`src/rtl/regfile_access_ctrl_if.sv`:
```
// Bundle of every requester handshake and register-file port signal used by
// regfile_access_ctrl. The slave modport is the controller's view. The master
// modport is the environment's view: requesters plus the register file.
interface regfile_access_ctrl_if;
    // Writeback requester
    logic        wb_req;
    logic [3:0]  wb_id;
    logic [15:0] wb_data;
    logic        wb_gnt;
    // Stack-pointer adjust requester
    logic        stk_req;
    logic        stk_push;
    logic        stk_pop;
    logic        stk_gnt;
    // Operand fetch requester
    logic        fe_req;
    logic [3:0]  fe_a;
    logic [3:0]  fe_b;
    logic        fe_two;
    logic        fe_gnt;
    logic        fe_done;
    logic [15:0] op_a;
    logic [15:0] op_b;
    logic        busy;
    // Register file access port
    logic        rf_rd;
    logic        rf_wn;
    logic [3:0]  rf_reg_id;
    logic [15:0] rf_write_data;
    logic        rf_stack_en;
    logic        rf_push_en;
    logic        rf_pop_en;
    logic [15:0] rf_read_data;

    modport slave (
        input  wb_req, wb_id, wb_data,
        output wb_gnt,
        input  stk_req, stk_push, stk_pop,
        output stk_gnt,
        input  fe_req, fe_a, fe_b, fe_two,
        output fe_gnt, fe_done, op_a, op_b, busy,
        output rf_rd, rf_wn, rf_reg_id, rf_write_data,
        output rf_stack_en, rf_push_en, rf_pop_en,
        input  rf_read_data
    );

    modport master (
        output wb_req, wb_id, wb_data,
        input  wb_gnt,
        output stk_req, stk_push, stk_pop,
        input  stk_gnt,
        output fe_req, fe_a, fe_b, fe_two,
        input  fe_gnt, fe_done, op_a, op_b, busy,
        input  rf_rd, rf_wn, rf_reg_id, rf_write_data,
        input  rf_stack_en, rf_push_en, rf_pop_en,
        output rf_read_data
    );
endinterface

```
`src/rtl/regfile_access_ctrl.sv`:
```
// Single-port sequencer in front of the 16x16 register file (r2 = SP).
// Arbitrates writeback > stack adjust > operand fetch, with a starvation
// override that forces a long-waiting fetch through. Every output is a
// register whose next value is computed alongside the next state, so each
// output level belongs to the state the FSM is entering.
module regfile_access_ctrl #(
    parameter int STARVE_MAX = 4,
    parameter int CNT_W      = 3
) (
    input logic                  clk,
    input logic                  reset,
    regfile_access_ctrl_if.slave bus
);

    typedef enum logic [2:0] {
        S_IDLE     = 3'd0,
        S_WRITE    = 3'd1,
        S_STACK    = 3'd2,
        S_FETCH_A  = 3'd3,
        S_FETCH_B  = 3'd4,
        S_CAP_LAST = 3'd5
    } state_t;

    state_t           state_q, state_d;
    logic [CNT_W-1:0] starve_q, starve_d;

    // Registered outputs
    logic        wb_gnt_q, wb_gnt_d;
    logic        stk_gnt_q, stk_gnt_d;
    logic        fe_gnt_q, fe_gnt_d;
    logic        fe_done_q, fe_done_d;
    logic        busy_q, busy_d;
    logic        rf_rd_q, rf_rd_d;
    logic        rf_wn_q, rf_wn_d;
    logic [3:0]  rf_reg_id_q, rf_reg_id_d;
    logic [15:0] rf_write_data_q, rf_write_data_d;
    logic        rf_stack_en_q, rf_stack_en_d;
    logic        rf_push_en_q, rf_push_en_d;
    logic        rf_pop_en_q, rf_pop_en_d;
    logic [15:0] op_a_q, op_a_d;
    logic [15:0] op_b_q, op_b_d;

    // Fetch fields still needed after FETCH_A has issued the first read
    logic [3:0]  fe_b_q, fe_b_d;
    logic        fe_two_q, fe_two_d;

    // Arbitration decision, only meaningful in IDLE
    logic fe_force;
    logic wb_win;
    logic stk_win;
    logic fe_win;

    // Decide the IDLE winner: wb > stk > fe, unless a starved fetch is forced
    always_comb begin
        fe_force = bus.fe_req && (starve_q == CNT_W'(STARVE_MAX));
        wb_win   = bus.wb_req && !fe_force;
        stk_win  = bus.stk_req && !bus.wb_req && !fe_force;
        fe_win   = bus.fe_req && (fe_force || (!bus.wb_req && !bus.stk_req));
    end

    // Next state, next starvation count and next value of every output
    always_comb begin
        state_d         = state_q;
        starve_d        = starve_q;
        wb_gnt_d        = 1'b0;
        stk_gnt_d       = 1'b0;
        fe_gnt_d        = 1'b0;
        fe_done_d       = 1'b0;
        rf_rd_d         = 1'b0;
        rf_wn_d         = 1'b0;
        rf_reg_id_d     = 4'd0;
        rf_write_data_d = 16'd0;
        rf_stack_en_d   = 1'b0;
        rf_push_en_d    = 1'b0;
        rf_pop_en_d     = 1'b0;
        op_a_d          = op_a_q;
        op_b_d          = op_b_q;
        fe_b_d          = fe_b_q;
        fe_two_d        = fe_two_q;

        case (state_q)
            S_IDLE: begin
                // A fetch that is waiting but loses this round ages by one;
                // winning clears its age.
                if (fe_win) begin
                    starve_d = '0;
                end else if (bus.fe_req && (starve_q != CNT_W'(STARVE_MAX))) begin
                    starve_d = starve_q + CNT_W'(1);
                end

                if (wb_win) begin
                    state_d         = S_WRITE;
                    wb_gnt_d        = 1'b1;
                    rf_wn_d         = 1'b1;
                    rf_reg_id_d     = bus.wb_id;
                    rf_write_data_d = bus.wb_data;
                end else if (stk_win) begin
                    state_d   = S_STACK;
                    stk_gnt_d = 1'b1;
                    // Conflicting or empty direction is granted as a no-op
                    if (bus.stk_push ^ bus.stk_pop) begin
                        rf_stack_en_d = 1'b1;
                        rf_push_en_d  = bus.stk_push;
                        rf_pop_en_d   = bus.stk_pop;
                    end
                end else if (fe_win) begin
                    state_d     = S_FETCH_A;
                    fe_gnt_d    = 1'b1;
                    rf_rd_d     = 1'b1;
                    rf_reg_id_d = bus.fe_a;
                    fe_b_d      = bus.fe_b;
                    fe_two_d    = bus.fe_two;
                end
            end

            S_WRITE: begin
                state_d = S_IDLE;
            end

            S_STACK: begin
                state_d = S_IDLE;
            end

            S_FETCH_A: begin
                // The first read is on the port now; issue the second if needed
                if (fe_two_q) begin
                    state_d     = S_FETCH_B;
                    rf_rd_d     = 1'b1;
                    rf_reg_id_d = fe_b_q;
                end else begin
                    state_d = S_CAP_LAST;
                end
            end

            S_FETCH_B: begin
                // Read data for fe_a arrives while fe_b is being read
                op_a_d  = bus.rf_read_data;
                state_d = S_CAP_LAST;
            end

            S_CAP_LAST: begin
                if (fe_two_q) begin
                    op_b_d = bus.rf_read_data;
                end else begin
                    op_a_d = bus.rf_read_data;
                    op_b_d = 16'd0;
                end
                fe_done_d = 1'b1;
                state_d   = S_IDLE;
            end

            default: begin
                state_d = S_IDLE;
            end
        endcase

        busy_d = (state_d != S_IDLE);
    end

    // State, starvation counter and outputs; reset clears all of them
    always_ff @(posedge clk) begin
        if (reset) begin
            state_q         <= S_IDLE;
            starve_q        <= '0;
            wb_gnt_q        <= 1'b0;
            stk_gnt_q       <= 1'b0;
            fe_gnt_q        <= 1'b0;
            fe_done_q       <= 1'b0;
            busy_q          <= 1'b0;
            rf_rd_q         <= 1'b0;
            rf_wn_q         <= 1'b0;
            rf_reg_id_q     <= 4'd0;
            rf_write_data_q <= 16'd0;
            rf_stack_en_q   <= 1'b0;
            rf_push_en_q    <= 1'b0;
            rf_pop_en_q     <= 1'b0;
            op_a_q          <= 16'd0;
            op_b_q          <= 16'd0;
        end else begin
            state_q         <= state_d;
            starve_q        <= starve_d;
            wb_gnt_q        <= wb_gnt_d;
            stk_gnt_q       <= stk_gnt_d;
            fe_gnt_q        <= fe_gnt_d;
            fe_done_q       <= fe_done_d;
            busy_q          <= busy_d;
            rf_rd_q         <= rf_rd_d;
            rf_wn_q         <= rf_wn_d;
            rf_reg_id_q     <= rf_reg_id_d;
            rf_write_data_q <= rf_write_data_d;
            rf_stack_en_q   <= rf_stack_en_d;
            rf_push_en_q    <= rf_push_en_d;
            rf_pop_en_q     <= rf_pop_en_d;
            op_a_q          <= op_a_d;
            op_b_q          <= op_b_d;
        end
    end

    // Latched fetch fields are pure data and are only read after a grant
    always_ff @(posedge clk) begin
        fe_b_q   <= fe_b_d;
        fe_two_q <= fe_two_d;
    end

    assign bus.wb_gnt        = wb_gnt_q;
    assign bus.stk_gnt       = stk_gnt_q;
    assign bus.fe_gnt        = fe_gnt_q;
    assign bus.fe_done       = fe_done_q;
    assign bus.busy          = busy_q;
    assign bus.rf_rd         = rf_rd_q;
    assign bus.rf_wn         = rf_wn_q;
    assign bus.rf_reg_id     = rf_reg_id_q;
    assign bus.rf_write_data = rf_write_data_q;
    assign bus.rf_stack_en   = rf_stack_en_q;
    assign bus.rf_push_en    = rf_push_en_q;
    assign bus.rf_pop_en     = rf_pop_en_q;
    assign bus.op_a          = op_a_q;
    assign bus.op_b          = op_b_q;

endmodule

```
`src/flat_wrapper.sv`:
```
// flat-port wrapper written by rule: the top's interface ports become plain ports
module regfile_access_ctrl_flat 
#(
    parameter int STARVE_MAX = 4,
    parameter int CNT_W      = 3
)
  (clk, reset, bus_wb_req, bus_wb_id, bus_wb_data, bus_wb_gnt, bus_stk_req, bus_stk_push, bus_stk_pop, bus_stk_gnt, bus_fe_req, bus_fe_a, bus_fe_b, bus_fe_two, bus_fe_gnt, bus_fe_done, bus_op_a, bus_op_b, bus_busy, bus_rf_rd, bus_rf_wn, bus_rf_reg_id, bus_rf_write_data, bus_rf_stack_en, bus_rf_push_en, bus_rf_pop_en, bus_rf_read_data);
  regfile_access_ctrl_if bus_i ();
  input logic clk;
  input logic reset;
  input wire logic [$bits(bus_i.wb_req)-1:0] bus_wb_req;
  input wire logic [$bits(bus_i.wb_id)-1:0] bus_wb_id;
  input wire logic [$bits(bus_i.wb_data)-1:0] bus_wb_data;
  output wire logic [$bits(bus_i.wb_gnt)-1:0] bus_wb_gnt;
  input wire logic [$bits(bus_i.stk_req)-1:0] bus_stk_req;
  input wire logic [$bits(bus_i.stk_push)-1:0] bus_stk_push;
  input wire logic [$bits(bus_i.stk_pop)-1:0] bus_stk_pop;
  output wire logic [$bits(bus_i.stk_gnt)-1:0] bus_stk_gnt;
  input wire logic [$bits(bus_i.fe_req)-1:0] bus_fe_req;
  input wire logic [$bits(bus_i.fe_a)-1:0] bus_fe_a;
  input wire logic [$bits(bus_i.fe_b)-1:0] bus_fe_b;
  input wire logic [$bits(bus_i.fe_two)-1:0] bus_fe_two;
  output wire logic [$bits(bus_i.fe_gnt)-1:0] bus_fe_gnt;
  output wire logic [$bits(bus_i.fe_done)-1:0] bus_fe_done;
  output wire logic [$bits(bus_i.op_a)-1:0] bus_op_a;
  output wire logic [$bits(bus_i.op_b)-1:0] bus_op_b;
  output wire logic [$bits(bus_i.busy)-1:0] bus_busy;
  output wire logic [$bits(bus_i.rf_rd)-1:0] bus_rf_rd;
  output wire logic [$bits(bus_i.rf_wn)-1:0] bus_rf_wn;
  output wire logic [$bits(bus_i.rf_reg_id)-1:0] bus_rf_reg_id;
  output wire logic [$bits(bus_i.rf_write_data)-1:0] bus_rf_write_data;
  output wire logic [$bits(bus_i.rf_stack_en)-1:0] bus_rf_stack_en;
  output wire logic [$bits(bus_i.rf_push_en)-1:0] bus_rf_push_en;
  output wire logic [$bits(bus_i.rf_pop_en)-1:0] bus_rf_pop_en;
  input wire logic [$bits(bus_i.rf_read_data)-1:0] bus_rf_read_data;
  assign bus_i.wb_req = bus_wb_req;
  assign bus_i.wb_id = bus_wb_id;
  assign bus_i.wb_data = bus_wb_data;
  assign bus_wb_gnt = bus_i.wb_gnt;
  assign bus_i.stk_req = bus_stk_req;
  assign bus_i.stk_push = bus_stk_push;
  assign bus_i.stk_pop = bus_stk_pop;
  assign bus_stk_gnt = bus_i.stk_gnt;
  assign bus_i.fe_req = bus_fe_req;
  assign bus_i.fe_a = bus_fe_a;
  assign bus_i.fe_b = bus_fe_b;
  assign bus_i.fe_two = bus_fe_two;
  assign bus_fe_gnt = bus_i.fe_gnt;
  assign bus_fe_done = bus_i.fe_done;
  assign bus_op_a = bus_i.op_a;
  assign bus_op_b = bus_i.op_b;
  assign bus_busy = bus_i.busy;
  assign bus_rf_rd = bus_i.rf_rd;
  assign bus_rf_wn = bus_i.rf_wn;
  assign bus_rf_reg_id = bus_i.rf_reg_id;
  assign bus_rf_write_data = bus_i.rf_write_data;
  assign bus_rf_stack_en = bus_i.rf_stack_en;
  assign bus_rf_push_en = bus_i.rf_push_en;
  assign bus_rf_pop_en = bus_i.rf_pop_en;
  assign bus_i.rf_read_data = bus_rf_read_data;
  regfile_access_ctrl #(.STARVE_MAX(STARVE_MAX), .CNT_W(CNT_W)) u_core (.clk(clk), .reset(reset), .bus(bus_i));
endmodule
```
`config.mk`:
```
export PLATFORM = sky130hd
export DESIGN_NAME = regfile_access_ctrl_flat
export DESIGN_NICKNAME = d
export VERILOG_FILES = /design/src/rtl/regfile_access_ctrl_if.sv /design/src/rtl/regfile_access_ctrl.sv /design/src/flat_wrapper.sv
export SDC_FILE = /design/constraint.sdc
export NUM_CORES = 1
export LEC_CHECK = 0
export CORE_ASPECT_RATIO = 0.75
export CORE_UTILIZATION = 60
export DETAILED_ROUTE_END_ITERATION = 10
export DONT_BUFFER_PORTS = 1
export GPL_ROUTABILITY_DRIVEN = 0
export GPL_TIMING_DRIVEN = 1
export PLACE_DENSITY = 0.72
export SYNTH_ARGS = -nofsm -noshare
export SYNTH_HDL_FRONTEND = slang
export SYNTH_SLANG_ARGS = --single-unit
```
`constraint.sdc`:
```
create_clock -name clk -period 2.8 [get_ports clk]
set_input_delay 0.56 -clock clk [delete_from_list [all_inputs] [get_ports clk]]
set_output_delay 0.56 -clock clk [all_outputs]
set_load 0.01 [all_outputs]
```
==> impl_metrics.yaml <==
synth:
  synth_compound_area_share_pct: 16.61
  synth_area_leader_cell: "dfxtp_1"
  synthMuxAreaShare_pct: 0
  ys_seq_area_share_pct: 58.92
  synthCells: 242
  synth_edf_count: 5
  synth_seq_cells: 72
  ys_top_cells_by_area: "dfxtp_1 53%, edfxtp_1 5.9%, a22o_1 5.5%"
  yosys.area_share.simple_pct: 17.15
  syn_area_per_cell_sq_um: 10.46
  ys.flop_type: "dfxtp_1"
  synthArstFlopShare_pct: 0
  synth-xor-area-share_pct: 0.3460
  syn_nets: 296
  synth_top_family_by_area: "simple AND/OR/NAND/NOR gates"
  yosysWarnings: 0
  synth_cell_type_count: 39
  synth.top_cell.area_share_pct: 52.99
  syn_area_sq_um: 2531
  synthAdderAreaFrac_pct: 0.9886
placement:
  dp_hpwl_mm: 3.613
  placed_area_sq_um: 2516
  io_buffers: 0
floorplan:
  dieArea_sq_um: 4485
  core_sq_um: 4054
  die_y_um: 58.25
  top_level_ports: 114
  num_rows: 20
  die_x_um: 77
  initial_utilization_pct: 62.44
timing:
  relSlewSlack_pct: 52.33
  min_period_over_period_pct: 63.52
  worstMarginPinSlew_ns: 0.7150
  whs_ns: 0.2786
  fmax_mhz: 562.2
  hold_viol_final: 0
  period_needed_ns: 1.779
  rsz0062_at_grt: "false"
  fin_tns_setup_ns: 0
  fin_skew_ns: 0.005214
  setup_viol: 0
  drv_slew: 0
worst_setup_path:
  critical_path.top_delay_family: "simple AND/OR/NAND/NOR gates"
  cp.depth: 4
  worst-path-buf-inv: 1
  r2r-start: "u_core.state_q[2]"
  reg2reg_slack_ns: 1.02
  crit_path_end_kind: "flop"
  cp_max_fo: 19
  slowest_delay_ns: 0.57
  worstPathRequired_ns: 3.09
  crit_slowest_cell: "and3_1"
  r2r_cells: 4
  worstSetupStartpointType: "flop"
  startpoint: "u_core.state_q[2]"
  cp_cell_sequence: "nor2b_1 -> buf_4 -> and3_1 -> a22o_1"
  critPathKind: "reg2reg"
  cp_data_arrival_time_ns: 2.06
  cp-endpoint: "u_core.bus.op_b[2]"
  r2r_end: "u_core.bus.op_b[2]"
global_routing:
  antenna_found_initial: 0
  met3_usage_pct: 16.85
  use_met1_pct: 25.28
  grtUsageMet2_pct: 35.46
  busiest_layer: "met2"
  grt_usage_pct: 23.28
  grt_pass1_wl_mm: 7.721
  grt_max_degree: 28
  grt-ovfl-total: 0
  grt_pass1_vias: 1712
cts:
  htree_levels: 3
  post_cts_buffers: 0
  cts_buffers: 9
  post_cts_resized: 0
  cts_tree: "done"
  cts_sinks: 72
  cts_hold_repair.buffers: 0
  clk_pin_slew_ns: 0.07
  clk_path_buf_depth: 2
  insertion_delay_ns: 0.34
  root_buffer: "clkbuf_8"
routing:
  routed_wl_mm: 5.058
  wl_per_cell_um: 16.97
  drtAntennaViolNets: 0
  avgViaCountPerCell: 5.933
  dr_total_vias: 1768
  drc: 0
  first_iter_violations: 156
  dr.pass1.iters: 4
final_layout:
  syn_to_final_growth_pct: 6.574
  final_area_sq_um: 2698
  nets: 292
  drive_above_1_share_pct: 9.465
  diodes: 0
power_and_ir_drop:
  switching_share_pct: 24.27
  p_comb_share_pct: 4.3
  pwr-share-clk_pct: 38.1
  power.leakage_nw: 1.032
  p_seq_share_pct: 57.6
  internal-power_w: 0.001454
  peakVddDrop_v: 0.0004700
  power_density_nw_per_um2: 711.5
  switchingPower_w: 0.0004658
worst_hold_path:
  hold_path_class: "in2reg"
status:
  status: "completed"
flow_run:
  maxCapViolations: 0
==> sequential cells by signal, summed over array words and instances (netlist names), 3 cells and up <==
name / count
u_core.bus.op_a: 16
u_core.bus.op_b: 16
u_core.bus.rf_reg_id: 4
u_core.state_q: 3
u_core.starve_q: 3
u_core.fe_b_q: 4
u_core.bus.rf_write_data: 16
==> final cells by class <==
cell class	count	area (sq um)
Sequential cell	72	1491
Fill cell	338	1356
Multi-Input combinational cell	138	888.4
Clock buffer	11	141.4
Tap cell	55	68.82
Inverter	16	60.06
Clock inverter	5	40.04
Timing Repair Buffer	1	7.507
==> cell usage after synthesis, types with 4 or more instances <==
| library cell | n |
|---|---|
| dfxtp_1 | 67 |
| o21ai_0 | 17 |
| and2_1 | 18 |
| clkbuf_1 | 6 |
| edfxtp_1 | 5 |
| a22o_1 | 16 |
| nor2_1 | 6 |
| a21oi_1 | 21 |
| o221ai_1 | 4 |
| nand2_1 | 6 |
| nand3_1 | 21 |
| inv_1 | 15 |
| buf_4 | 5 |
==> how the worst min path moves through the flow <==
stage / from / cells after the start / endpoint / slack (ns)
6_report: reset / 1 / u_core.starve_q[1] / 0.28
5_1_grt: reset / 1 / u_core.bus.op_a[12] / 0.25
4_1_cts: reset / 1 / u_core.bus.op_a[12] / 0.25
3_3_place_gp: u_core.starve_q[0] / 2 / u_core.starve_q[0] / 0.45
2_1_floorplan: u_core.fe_b_q[0] / 2 / u_core.bus.rf_reg_id[0] / 0.45
3_5_place_dp: u_core.starve_q[1] / 2 / u_core.starve_q[1] / 0.47
==> per-layer routing <==
| layer | vias to the layer above | part of all wire (%) |
|---|---|---|
| met5 | - | 0 |
| met4 | 0 | 1.2 |
| met3 | 6 | 11 |
| met2 | 101 | 46 |
| met1 | 818 | 42 |
| li1 | 843 | - |
==> kinds of logic after synthesis <==
group           count (synthesis)
flops                          72
simple gates                   70
compound gates                 65
buf+inv                        32
fa+ha+maj                       2
xor+xnor                        1
==> worst reg2reg max path, delay by kind of cell, from the launching register on <==
family,cells,cell delay [ns]
simple gates,2,0.75
buf+inv,1,0.24
compound gates,1,0.21
flops,1,0.52
==> power by group through the flow <==
stage | clock network (W) | logic (W) | registers [W]
floorplan | 0 | 0.0000883 | 0.00112
global placement | 0 | 0.0000774 | 0.00113
detailed placement | 0 | 0.0000823 | 0.00113
CTS | 0.000758 | 0.0000823 | 0.00111
global route | 0.000804 | 0.0000916 | 0.00111
finish | 0.000732 | 0.0000822 | 0.00111
==> cell usage in the layout, fill, tap and decap left out, drive strengths merged <==
master	instances
a21oi	22
or2b	1
o21bai	1
o2111ai	2
nand2	6
and3b	1
nand4	2
nor3b	1
o21ai	17
ha	2
inv	18
xnor2	1
o221ai	4
nor2b	2
nand3	22
or4b	1
a31oi	1
and3	1
buf	1
o211ai	1
edfxtp	5
nor2	6
and2	19
a22o	16
nor4b	1
clkbuf	11
nand4b	3
dfxtp	67
o31ai	1
clkinvlp	3
or2	1
nand2b	2
nor4	1
==> stage by stage <==
step | total power, W | setup WS, ns | util, % | instances
detailed placement | 0.001211 | 1.048 | 62.07 | 282
CTS | 0.001947 | 1.029 | 66.54 | 298
finish | 0.001919 | 1.021 | 66.54 | 298
global route | 0.002005 | 0.9172 | 66.54 | 298
floorplan | 0.001203 | 1.222 | - | 242
global placement | 0.001206 | 1.123 | 62.07 | 282
Note: power is estimated with default switching activity, not from simulation.
